`src/rtl/router_out_arbiter_pkg.sv`:
```
// Shared types and sizes for the router output-channel arbiter.
package router_out_arbiter_pkg;

    localparam int unsigned N     = 32;
    localparam int unsigned P     = 5;
    localparam int unsigned IDX_W = $clog2(P);

    typedef enum logic [2:0] {
        PORT_LOCAL = 3'd0,
        PORT_NORTH = 3'd1,
        PORT_SOUTH = 3'd2,
        PORT_EAST  = 3'd3,
        PORT_WEST  = 3'd4
    } port_e;

    typedef enum logic [1:0] {
        ST_IDLE = 2'd0,
        ST_SEND = 2'd1,
        ST_DROP = 2'd2,
        ST_RET  = 2'd3
    } arb_state_t;

    typedef logic [N-1:0]     word_t;
    typedef logic [P-1:0]     port_vec_t;
    typedef logic [IDX_W-1:0] port_idx_t;

endpackage

```
`src/rtl/router_out_arbiter_if.sv`:
```
// Upstream/downstream handshake bundle of one router output channel.
interface router_out_arbiter_if;
    import router_out_arbiter_pkg::*;

    port_vec_t          in_req;
    logic [P-1:0][N-1:0] in_data;
    port_vec_t          in_ack;
    logic               out_req;
    word_t              out_data;
    logic               out_ack;
    port_vec_t          grant;
    logic               busy;

    // Arbiter side
    modport master (
        input  in_req, in_data, out_ack,
        output in_ack, out_req, out_data, grant, busy
    );

    // Environment side: input ports and downstream link
    modport slave (
        output in_req, in_data, out_ack,
        input  in_ack, out_req, out_data, grant, busy
    );

endinterface

```
`src/rtl/router_out_arbiter_rr.sv`:
```
// Combinational round-robin pick: first requester after ptr, wrapping.
module router_out_arbiter_rr
    import router_out_arbiter_pkg::*;
(
    input  port_vec_t req,
    input  port_idx_t ptr,
    output port_vec_t gnt,
    output port_idx_t idx,
    output logic      any
);

    always_comb begin
        idx = '0;
        any = 1'b0;
        for (int unsigned off = 1; off <= P; off++) begin
            if (!any && req[port_idx_t'((32'(ptr) + off) % P)]) begin
                any = 1'b1;
                idx = port_idx_t'((32'(ptr) + off) % P);
            end
        end
        gnt = any ? (port_vec_t'(1) << idx) : '0;
    end

endmodule

```
`src/rtl/router_out_arbiter.sv`:
```
// Round-robin arbiter and four-phase sequencer for one router output link.
module router_out_arbiter
    import router_out_arbiter_pkg::*;
(
    input logic                 clk,
    input logic                 rst,
    router_out_arbiter_if.master bus
);

    arb_state_t state_q, state_n;
    port_idx_t  ptr_q, ptr_n;
    port_idx_t  winner_q, winner_n;
    logic       out_req_q, out_req_n;
    word_t      out_data_q, out_data_n;
    port_vec_t  in_ack_q, in_ack_n;
    port_vec_t  grant_q, grant_n;
    logic       busy_q;

    port_vec_t  rr_gnt;
    port_idx_t  rr_idx;
    logic       rr_any;

    router_out_arbiter_rr u_rr (
        .req (bus.in_req),
        .ptr (ptr_q),
        .gnt (rr_gnt),
        .idx (rr_idx),
        .any (rr_any)
    );

    // Next-state and next-output values; every output is registered below.
    always_comb begin
        state_n    = state_q;
        ptr_n      = ptr_q;
        winner_n   = winner_q;
        out_req_n  = out_req_q;
        out_data_n = out_data_q;
        in_ack_n   = in_ack_q;
        grant_n    = grant_q;
        unique case (state_q)
            ST_IDLE: begin
                if (rr_any) begin
                    winner_n   = rr_idx;
                    out_data_n = bus.in_data[rr_idx];
                    grant_n    = rr_gnt;
                    out_req_n  = 1'b1;
                    state_n    = ST_SEND;
                end
            end
            ST_SEND: begin
                if (bus.out_ack) begin
                    out_req_n = 1'b0;
                    state_n   = ST_DROP;
                end
            end
            ST_DROP: begin
                if (!bus.out_ack) begin
                    in_ack_n = grant_q;
                    state_n  = ST_RET;
                end
            end
            ST_RET: begin
                // A winner that already dropped in_req gets a one-cycle ack pulse
                if (!bus.in_req[winner_q]) begin
                    in_ack_n = '0;
                    ptr_n    = winner_q;
                    grant_n  = '0;
                    state_n  = ST_IDLE;
                end
            end
            default: state_n = ST_IDLE;
        endcase
    end

    always_ff @(posedge clk) begin
        if (rst) begin
            state_q    <= ST_IDLE;
            ptr_q      <= port_idx_t'(P - 1);
            winner_q   <= '0;
            out_req_q  <= 1'b0;
            out_data_q <= '0;
            in_ack_q   <= '0;
            grant_q    <= '0;
            busy_q     <= 1'b0;
        end else begin
            state_q    <= state_n;
            ptr_q      <= ptr_n;
            winner_q   <= winner_n;
            out_req_q  <= out_req_n;
            out_data_q <= out_data_n;
            in_ack_q   <= in_ack_n;
            grant_q    <= grant_n;
            busy_q     <= (state_n != ST_IDLE);
        end
    end

    assign bus.out_req  = out_req_q;
    assign bus.out_data = out_data_q;
    assign bus.in_ack   = in_ack_q;
    assign bus.grant    = grant_q;
    assign bus.busy     = busy_q;

endmodule

```
`src/flat_wrapper.sv`:
```
// flat-port wrapper written by rule: the top's interface ports become plain ports
module router_out_arbiter_flat import router_out_arbiter_pkg::*;
  (clk, rst, bus_in_req, bus_in_data, bus_out_ack, bus_in_ack, bus_out_req, bus_out_data, bus_grant, bus_busy);
  router_out_arbiter_if bus_i ();
  input logic clk;
  input logic rst;
  input wire logic [$bits(bus_i.in_req)-1:0] bus_in_req;
  input wire logic [$bits(bus_i.in_data)-1:0] bus_in_data;
  input wire logic [$bits(bus_i.out_ack)-1:0] bus_out_ack;
  output wire logic [$bits(bus_i.in_ack)-1:0] bus_in_ack;
  output wire logic [$bits(bus_i.out_req)-1:0] bus_out_req;
  output wire logic [$bits(bus_i.out_data)-1:0] bus_out_data;
  output wire logic [$bits(bus_i.grant)-1:0] bus_grant;
  output wire logic [$bits(bus_i.busy)-1:0] bus_busy;
  assign bus_i.in_req = bus_in_req;
  assign bus_i.in_data = bus_in_data;
  assign bus_i.out_ack = bus_out_ack;
  assign bus_in_ack = bus_i.in_ack;
  assign bus_out_req = bus_i.out_req;
  assign bus_out_data = bus_i.out_data;
  assign bus_grant = bus_i.grant;
  assign bus_busy = bus_i.busy;
  router_out_arbiter u_core (.clk(clk), .rst(rst), .bus(bus_i));
endmodule
```
`config.mk`:
```
export PLATFORM = sky130hd
export DESIGN_NAME = router_out_arbiter_flat
export DESIGN_NICKNAME = d
export VERILOG_FILES = /design/src/rtl/router_out_arbiter_pkg.sv /design/src/rtl/router_out_arbiter_if.sv /design/src/rtl/router_out_arbiter_rr.sv /design/src/rtl/router_out_arbiter.sv /design/src/flat_wrapper.sv
export SDC_FILE = /design/constraint.sdc
export NUM_CORES = 1
export LEC_CHECK = 0
export BUFFER_PORTS_ARGS = -buffer_cell sky130_fd_sc_hd__buf_2
export CORE_ASPECT_RATIO = 0.5
export CORE_MARGIN = 1
export CORE_UTILIZATION = 35
export CTS_CLUSTER_DIAMETER = 30
export DETAILED_ROUTE_END_ITERATION = 10
export SKIP_CTS_REPAIR_TIMING = 1
export SLEW_MARGIN = 20
export SYNTH_ARGS = -nofsm -noshare
export SYNTH_HDL_FRONTEND = slang
export SYNTH_SLANG_ARGS = --single-unit
```
`constraint.sdc`:
```
create_clock -name clk -period 5.4 [get_ports clk]
set_clock_uncertainty 0.2 [all_clocks]
set_input_delay 0 -clock clk [delete_from_list [all_inputs] [get_ports clk]]
set_output_delay 0 -clock clk [all_outputs]
set_load 0.005 [all_outputs]
```
==> flow_metrics.tcl, run 1 <==
set metrics [dict create \
    rsz0062_at_grt "false" \
    critPathLaunch "u_core.ptr_q[1]$_SDFFE_PP0P_" \
    instances_no_fill 1583 \
    synth_nets 1316 \
    core-area_sq_um 20800 \
    synth_top_area_cell "nand3_1" \
    hold_class "in -> reg" \
    power_w 0.00309 \
    layout_commonest_cell "nand3_1" \
    synth_enable_flop_cells 0 \
    synth-async-reset-ratio_pct 0 \
    reg2reg_to "u_core.bus.out_data[11]$_SDFFE_PP0P_" \
    yosysSeqAreaShare_pct 13.9 \
    ys_warn_count 0 \
    cts.path.max_buffers 2 \
    htree_levels 2 \
    final_util_pct 45.3 \
    drt-pass1-iter-count 7 \
    power_density_nw_per_um2 328 \
    final-max-slew-violation-count 0 \
    final.setup.tns_ps 0 \
    routed_wl_um 30900 \
    die_y_um 105 \
    wl_per_cell_um 19.5 \
    nFillCells 2160 \
    crit_end "u_core.bus.out_data[11]$_SDFFE_PP0P_" \
    cp_max_fo 30 \
    required_ps 5420 \
    ctsRootBufferMaster "clkbuf_16" \
    row_count 37 \
    drive_gt1_share_pct 26.0 \
    via_count 9611 \
    final_antenna_net_count 0 \
    vias_per_cell 6.07 \
    drt_iter0_drc 1255 \
    grt_start_max_net_pins 131 \
    fin_nets 1502 \
    drc 0 \
    fmax_ghz 0.196 \
    numClockSinks 52 \
    crit_type "reg -> reg" \
    outcome "finished, violations left" \
    hold_ws_ps -78.4 \
    leakage_nw 3.88 \
    start_kind "flop" \
    setup_viol 0 \
    floorplan.initialDensity_pct 36.1 \
    grt_use_total_pct 26.4 \
    yosys_register_bits 52 \
    final_cell_mix "nand3_1, buf_2, nand2_1, o21ai_1, nand4_1" \
    antenna_found_initial 4 \
    tightest_slew_ps 970 \
    clk_latency_ps 300 \
    period_share_pct 94.7 \
    tritoncts "yes" \
    synth_flop_cell "dfxtp_1" \
    synthToLayoutAreaGrowth_pct 25.6 \
    pre_cts_slack_ps 58.1 \
    end_kind "flop" \
    regToRegSetupSlack_ps 290 \
    gp_congestion 0.926 \
    netlist_instances 1119 \
    hold_violations 30 \
    io_pins 212 \
    max_slew_margin_pct 35.4 \
    synth_area_sq_um 7500 \
    ir_drop_uv 226 \
    timing.rr.start "u_core.ptr_q[1]$_SDFFE_PP0P_" \
    yosys-top-cells-area "nand3_1, dfxtp_1, nand4_1, o21ai_1, ha_1" \
    r2r_cells 18 \
    grt_pass1_vias 8894 \
    violations "negative hold slack" \
    dp.cells 1523 \
    dieArea_sq_um 22000 \
    critPathArrivalTime_ps 5140 \
    grt_overflow 0 \
    grt_pass1_wl_um 47700 \
    synth_cell_type_count 86 \
    hp-start "bus_in_data[119]" \
    syn_avg_cell_area_sq_um 6.70 \
    cap_violations 0 \
    cts-buffers-inserted 5 \
    synth_top_cell_area_share_pct 18.0 \
    io_buffers 211 \
    hpwl_um 20700 \
    finalWorstSetupSlack_ps 286 \
    die_w_um 209 \
    period_minus_slack_ps 5110 \
    clk_pin_slew_ps 80 \
]
==> layout make-up <==
type / count / area (sq um) / share of cell area, %
clock inverter: 3 / 23.8 / 0.252
clock buffer: 5 / 125 / 1.33
antenna: 4 / 10.0 / 0.106
tap: 273 / 342 / 3.63
sequential: 52 / 1040 / 11.1
multi-input combinational: 922 / 5880 / 62.4
timing repair buffer: 294 / 1890 / 20.0
inverter: 30 / 113 / 1.20
==> Yosys cell counts, drive strengths merged, types with 29 or more instances <==
cell type and count:
nor2 33, nand3 269, buf 80, nand4 70, a31oi 36, dfxtp 52, inv 30, ha 29
a21oi 65, clkbuf 35, o21ai 143, nand2 90, o21bai 32
==> metal layers <==
layer  vias to the layer above  global-route usage (%)  routed length (um)  part of all wire (%)
met4                         0                    8.09                 729                   2.4
met3                        59                    3.52                2350                   7.6
met2                       484                    44.3               14600                    47
met5                         -                       0                   0                     0
met1                      4509                    35.3               13300                    43
li1                       4559                       -                   -                     -
==> worst max-delay path, cell delays in order (launching register included) <==
cell and delay [ps]:
dfxtp_2 370, inv_2 190, ha_2 340, buf_4 180, inv_2 240, ha_1 200
inv_1 40, ha_1 290, nand4b_1 140, o211ai_1 160, or3_1 380, a32oi_1 400
a2bb2oi_4 370, nor2_1 90, nor4b_2 190, o32ai_4 530, buf_6 320, o21ai_1 170
a31oi_1 220
==> report_power, final <==
part           switching [W]  internal, W  leakage (nW)
clock               0.000170     0.000174        0.0661
combinational        0.00130     0.000791          3.39
sequential          0.000121     0.000534         0.430
total                0.00159      0.00150          3.88
==> cell families after synthesis <==
family,synth area share [%]
AND/OR/NAND/NOR,36.2
buffers and inverters,9.18
AO/OA/AOI/OAI,30.8
flip-flops,13.9
XOR/XNOR,2.19
adder cells (fa/ha/maj),4.84
multiplexers,2.90
==> flip-flops by register name (all words and copies together), names as in the netlist <==
register,count
u_core.bus.busy,1
u_core.bus.out_data,32
u_core.bus.grant,5
u_core.bus.in_ack,5
u_core.bus.out_req,1
u_core.state_q,2
u_core.ptr_q,3
u_core.winner_q,3
==> worst min path at each step <==
| stage | cells past startpoint | endpoint | slack [ps] |
|---|---|---|---|
| 5_1_grt | 5 | u_core.bus.out_data[21]$_SDFFE_PP0P_ | 2 |
| 3_5_place_dp | 3 | u_core.bus.out_data[3]$_SDFFE_PP0P_ | 80 |
| 2_1_floorplan | 2 | u_core.bus.out_data[24]$_SDFFE_PP0P_ | -20 |
| 4_1_cts | 3 | u_core.bus.out_data[3]$_SDFFE_PP0P_ | -230 |
| 6_report | 5 | u_core.bus.out_data[23]$_SDFFE_PP0P_ | -80 |
| 3_3_place_gp | 3 | u_core.bus.out_data[16]$_SDFFE_PP0P_ | 70 |
==> stage by stage <==
step	hold slack (ps)	instance area (sq um)
after global placement	68.7	8720
final	-78.4	9420
after global routing	1.84	9420
after detailed placement	82.3	8720
after floorplan	-19.8	7500
after CTS	-229	8870
Note: power is estimated with default switching activity, not from simulation.
==> run 2: changes to the inputs <==
--- a/config.mk
+++ b/config.mk
@@ -11,6 +11,7 @@
 export CORE_UTILIZATION = 35
 export CTS_CLUSTER_DIAMETER = 30
 export DETAILED_ROUTE_END_ITERATION = 10
+export PLACE_DENSITY = 0.53
 export SKIP_CTS_REPAIR_TIMING = 1
 export SLEW_MARGIN = 20
 export SYNTH_ARGS = -nofsm -noshare
==> run 2 against run 1 <==
- the run still ends with negative hold slack left
- via count down 0.25%
- critical path depth down 1
- global-route usage up 0.082 points
- power up 1.2%
- final area up 1.6%
- setup slack better by 150 ps
- flip-flop and latch count unchanged
- sequential share of layout area down 0.17 points
- non-clock buffer count up 12
- critical endpoint is now u_core.bus.out_data[16]$_SDFFE_PP0P_
- largest cell class unchanged
- largest power group unchanged
==> flow_metrics.tcl, run 2 (synthesis gave the netlist of run 1 again) <==
set metrics [dict create \
    io_pins 212 \
    antenna_found_initial 5 \
    die_y_um 105 \
    tightest_slew_ps 996 \
    fmax_ghz 0.202 \
    hp-start "bus_in_data[47]" \
    rsz0062_at_grt "false" \
    dieArea_sq_um 22000 \
    cap_violations 0 \
    drt_iter0_drc 915 \
    crit_type "reg -> reg" \
    drt-pass1-iter-count 5 \
    clk_pin_slew_ps 80 \
    grt_overflow 0 \
    cts-buffers-inserted 5 \
    outcome "finished, violations left" \
    vias_per_cell 6.01 \
    gp_congestion 0.872 \
    path_cells "buf_4 > ha_1 > a21oi_1 > nor4_4 > a211oi_2 > ha_1 > inv_1 > o22a_1 > nor4_4 > a211oi_2 > a2111oi_4 > and4_4 > buf_12 > nand3_1 > nand3_1 > o21ai_1 > a31oi_1" \
    htree_levels 2 \
    hold_class "in -> reg" \
    final_cell_mix "nand3_1, buf_2, nand2_1, o21ai_1, nand4_1" \
    clk_latency_ps 300 \
    final_antenna_net_count 0 \
    fin_nets 1514 \
    wl_per_cell_um 19.3 \
    routed_wl_um 30900 \
    max_slew_margin_pct 33.6 \
    via_count 9587 \
    io_buffers 211 \
    max_stage_delay_ps 570 \
    critPathArrivalTime_ps 5000 \
    layout_commonest_cell "nand3_1" \
    setup_viol 0 \
    hpwl_um 20400 \
    drc 0 \
    grt_start_max_net_pins 131 \
    tritoncts "yes" \
    synthToLayoutAreaGrowth_pct 27.6 \
    largest_reg_flops 32 \
    cp_top_family "compound AO/OA/AOI/OAI gates" \
    final-max-slew-violation-count 0 \
    ctsRootBufferMaster "clkbuf_16" \
    required_ps 5440 \
    row_count 37 \
    path_buf_inv 3 \
    grt_pass1_vias 8952 \
    ir_drop_uv 190 \
    hold_violations 30 \
    end_kind "flop" \
    crit_slowest_cell "and4_4" \
    die_w_um 209 \
    numClockSinks 52 \
    timing.rr.start "u_core.ptr_q[2]$_SDFFE_PP1P_" \
    cp_max_fo 49 \
    floorplan.initialDensity_pct 36.1 \
    drive_gt1_share_pct 25.6 \
    grt_use_total_pct 26.5 \
    start_kind "flop" \
    final.setup.tns_ps 0 \
    power_w 0.00313 \
    grt_pass1_wl_um 47600 \
    cts.path.max_buffers 2 \
    violations "negative hold slack" \
    period_share_pct 91.9 \
    period_minus_slack_ps 4960 \
    core-area_sq_um 20800 \
    leakage_nw 3.96 \
    hold_ws_ps -59.8 \
    power_density_nw_per_um2 327 \
    critPathLaunch "u_core.ptr_q[2]$_SDFFE_PP1P_" \
]
run 2: changes by cell type in the layout (fill, tap and decap cells not counted), sizes merged:
cell / previous run / this run
buf: 247 / 248
dlygate4sd3: 46 / 57
clkinvlp: 2 / 0
inv: 30 / 32
run 2: layout make-up:
| class | instances | area (sq um) |
|---|---|---|
| antenna | 4 | 10.0 |
| clock buffer | 5 | 125 |
| clock inverter | 3 | 26.3 |
| fill | 2161 | 11200 |
| inverter | 30 | 113 |
| multi-input combinational | 922 | 5860 |
| sequential | 52 | 1040 |
| tap | 273 | 342 |
| timing repair buffer | 306 | 2050 |
run 2: worst paths after layout:
check / to / slack (ps) / depth (start not counted)
worst max-delay path: u_core.bus.out_data[16]$_SDFFE_PP0P_ / 440 / 17
worst min-delay path: u_core.bus.out_data[15]$_SDFFE_PP0P_ / -60 / 5
worst max register to register: u_core.bus.out_data[16]$_SDFFE_PP0P_ / 440 / 17
worst min register to register: u_core.bus.in_ack[2]$_SDFFE_PP0P_ / 300 / 2
run 2: through the flow:
| stage | cell area [sq um] | hold slack [ps] | worst slack [ps] | util [%] | instances |
|---|---|---|---|---|---|
| CTS | 8930 | -232 | 171 | 43.0 | 1532 |
| floorplan | 7500 | -19.8 | 417 | - | 1119 |
| global route | 9570 | 0.514 | 60.3 | 46.0 | 1594 |
| finish | 9570 | -59.8 | 438 | 46.0 | 1595 |
| global placement | 8780 | 73.0 | 263 | 42.2 | 1524 |
| detailed placement | 8780 | 79.0 | 197 | 42.2 | 1524 |
run 2: per-layer routing:
layer / GRT usage, % / wire [um] / vias to the layer above
li1: - / - / 4591
met3: 3.10 / 1870 / 46
met1: 36.5 / 14000 / 4555
met2: 43.7 / 14400 / 393
met5: 0 / 12 / -
met4: 7.14 / 567 / 2
run 2: power breakdown:
group / switching (W) / internal, W / total, W / leakage, nW
combinational: 0.00131 / 0.000818 / 0.00213 / 3.46
sequential: 0.000114 / 0.000534 / 0.000648 / 0.430
clock: 0.000174 / 0.000177 / 0.000351 / 0.0748
run 2: worst reg2reg max path: stages (launching register included):
cell and delay [ps]:
dfxtp_1 330, buf_4 210, ha_1 290, a21oi_1 440, nor4_4 90, a211oi_2 300
ha_1 290, inv_1 90, o22a_1 260, nor4_4 280, a211oi_2 140, a2111oi_4 560
and4_4 570, buf_12 310, nand3_1 130, nand3_1 130, o21ai_1 110, a31oi_1 170
==> run 3: changes to the inputs <==
--- a/config.mk
+++ b/config.mk
@@ -6,11 +6,11 @@
 export NUM_CORES = 1
 export LEC_CHECK = 0
 export BUFFER_PORTS_ARGS = -buffer_cell sky130_fd_sc_hd__buf_2
-export CORE_ASPECT_RATIO = 0.5
 export CORE_MARGIN = 1
 export CORE_UTILIZATION = 35
 export CTS_CLUSTER_DIAMETER = 30
 export DETAILED_ROUTE_END_ITERATION = 10
+export GPL_TIMING_DRIVEN = 0
 export PLACE_DENSITY = 0.53
 export SKIP_CTS_REPAIR_TIMING = 1
 export SLEW_MARGIN = 20
==> constraint.sdc (replaced) <==
create_clock -name clk -period 5.7 [get_ports clk]
set_clock_uncertainty 0.2 [all_clocks]
set_input_delay 0 -clock clk [delete_from_list [all_inputs] [get_ports clk]]
set_output_delay 0 -clock clk [all_outputs]
set_load 0.005 [all_outputs]
==> run 3 against run 2 <==
- the flow still finishes with violations (negative hold slack)
- largest cell class unchanged
- largest power group unchanged
- power fell by 3.9%
- sequential power decreased by 4.5%
- die area decreased by 0.16%
==> flow_metrics.tcl, run 3 (synthesis gave the netlist of run 1 again) <==
set metrics [dict create \
    ctsRootBufferMaster "clkbuf_16" \
    hpwl_um 24500 \
    r2r_cells 21 \
    power_switching_w 0.00154 \
    hold_class "in -> reg" \
    path_cells "buf_4 > buf_4 > inv_4 > ha_1 > ha_1 > nor3_1 > a211o_1 > xnor2_2 > ha_2 > nand2b_1 > a41oi_4 > xnor2_4 > mux4_2 > mux2_4 > and4_1 > buf_4 > buf_2 > nand3_1 > nand3_1 > o21ai_1 > a31oi_1" \
    row_count 53 \
    antenna_found_initial 7 \
    hold_depth 5 \
    cts-buffers-inserted 5 \
    layout_commonest_cell "nand3_1" \
    power_density_nw_per_um2 301 \
    fin_nets 1611 \
    ir_drop_uv 146 \
    grt_overflow 0 \
    hold_ws_ps -62.3 \
    period_share_pct 96.8 \
    dieArea_sq_um 22000 \
    critPathArrivalTime_ps 5520 \
    grt_use_total_pct 29.0 \
    outcome "finished, violations left" \
    drc 0 \
    p_comb_share_pct 68.3 \
    nFillCells 2188 \
    crit_path_frequent_cell "buf_4" \
    clk_pin_slew_ps 80 \
    cp_top_family "compound AO/OA/AOI/OAI gates" \
    timing.rr.start "u_core.ptr_q[0]$_SDFFE_PP0P_" \
    drt_iter0_drc 899 \
    numClockSinks 52 \
    hp-start "bus_in_data[36]" \
    htree_levels 2 \
    cap_violations 0 \
    crit_slowest_cell "mux4_2" \
    violations "negative hold slack" \
    path_buf_inv 5 \
    hold_violations 30 \
    largest_reg_flops 32 \
    final_cell_mix "nand3_1, buf_2, nand2_1, o21ai_1, dlygate4sd3_1" \
    required_ps 5700 \
    power_frac_seq_pct 20.6 \
    start_kind "flop" \
    max_slew_margin_pct 53.4 \
    regToRegSetupSlack_ps 180 \
    synthToLayoutAreaGrowth_pct 33.4 \
    floorplan.initialDensity_pct 35.7 \
    fmax_ghz 0.181 \
    max_stage_delay_ps 550 \
    cp_max_fo 12 \
    period_minus_slack_ps 5520 \
    drt-pass1-iter-count 6 \
    wl_per_cell_um 19.5 \
    setup_viol 0 \
    reg2reg_to "u_core.bus.out_data[5]$_SDFFE_PP0P_" \
    leakage_nw 4.20 \
    p_int_w 0.00147 \
    tritoncts "yes" \
    grt_pass1_vias 8978 \
    core-area_sq_um 21000 \
    die_y_um 148 \
    routed_wl_um 33100 \
    grt_start_max_net_pins 16 \
    switching_share_pct 51.2 \
    clk_latency_ps 320 \
    drive_gt1_share_pct 27.3 \
    grt_pass1_wl_um 50200 \
    gp_congestion 0.891 \
    via_count 10100 \
    tightest_slew_ps 696 \
    crit_cells 21 \
    clkPwrFrac_pct 11.1 \
    final_antenna_net_count 0 \
    die_w_um 148 \
    end_kind "flop" \
    io_buffers 211 \
    cts.path.max_buffers 2 \
    final.setup.tns_ps 0 \
    vias_per_cell 5.95 \
    min_to "u_core.bus.out_data[4]$_SDFFE_PP0P_" \
    crit_type "reg -> reg" \
    io_pins 212 \
    power_w 0.00301 \
    final-max-slew-violation-count 0 \
]
run 3: area by class of cell:
class,count,area (sq um),area share [%]
Clock buffer,7,143,1.43
Tap cell,275,344,3.44
Timing Repair Buffer,288,1810,18.1
Multi-Input combinational cell,922,5910,59.1
Buffer,115,603,6.03
Antenna cell,6,15.0,0.150
Sequential cell,52,1040,10.4
Clock inverter,1,7.51,0.0751
Inverter,30,120,1.20
run 3: power groups by stage:
stage / registers (W) / clock network, W / logic (W)
final: 0.000619 / 0.000335 / 0.00205
after detailed placement: 0.000624 / 0 / 0.00194
after global placement: 0.000623 / 0 / 0.00193
after global routing: 0.000638 / 0.000354 / 0.00224
after CTS: 0.000618 / 0.000341 / 0.00195
after floorplan: 0.000613 / 0 / 0.00127
run 3: how the worst max path moves through the flow:
stage	start	to	slack (ps)
after floorplan	u_core.ptr_q[0]$_SDFFE_PP0P_	u_core.bus.out_data[10]$_SDFFE_PP0P_	720
after global placement	u_core.ptr_q[0]$_SDFFE_PP0P_	u_core.bus.out_data[12]$_SDFFE_PP0P_	-590
after detailed placement	u_core.ptr_q[0]$_SDFFE_PP0P_	u_core.bus.out_data[12]$_SDFFE_PP0P_	-540
after CTS	u_core.ptr_q[0]$_SDFFE_PP0P_	u_core.bus.out_data[12]$_SDFFE_PP0P_	-570
after global routing	u_core.ptr_q[0]$_SDFFE_PP0P_	u_core.bus.out_data[11]$_SDFFE_PP0P_	-40
final	u_core.ptr_q[0]$_SDFFE_PP0P_	u_core.bus.out_data[5]$_SDFFE_PP0P_	180
run 3: stage by stage:
stage          utilization (%)  std cells  setup WS, ps  instance area (sq um)
3_3_place_gp              42.3       1605          -587                   8900
5_1_grt                   47.6       1694         -40.3                  10000
6_report                  47.6       1696           183                  10000
2_1_floorplan                -       1119           717                   7500
3_5_place_dp              42.3       1605          -536                   8900
4_1_cts                   43.1       1613          -568                   9050
run 3: metal layers:
| metal | global-route usage (%) | vias to the layer above | wire [um] |
|---|---|---|---|
| met4 | 10.4 | 4 | 869 |
| met2 | 44.5 | 488 | 15100 |
| met3 | 4.11 | 69 | 2560 |
| li1 | - | 4792 | - |
| met1 | 41.1 | 4746 | 14600 |
| met5 | 0 | - | 21 |
run 3: worst reg2reg max path, cell delays in order (launching register included):
cell	delay, ps
dfxtp_2	410
buf_4	220
buf_4	220
inv_4	120
ha_1	350
ha_1	260
nor3_1	90
a211o_1	350
xnor2_2	260
ha_2	260
nand2b_1	90
a41oi_4	320
xnor2_4	180
mux4_2	550
mux2_4	320
and4_1	230
buf_4	190
buf_2	230
nand3_1	120
nand3_1	80
o21ai_1	230
a31oi_1	120
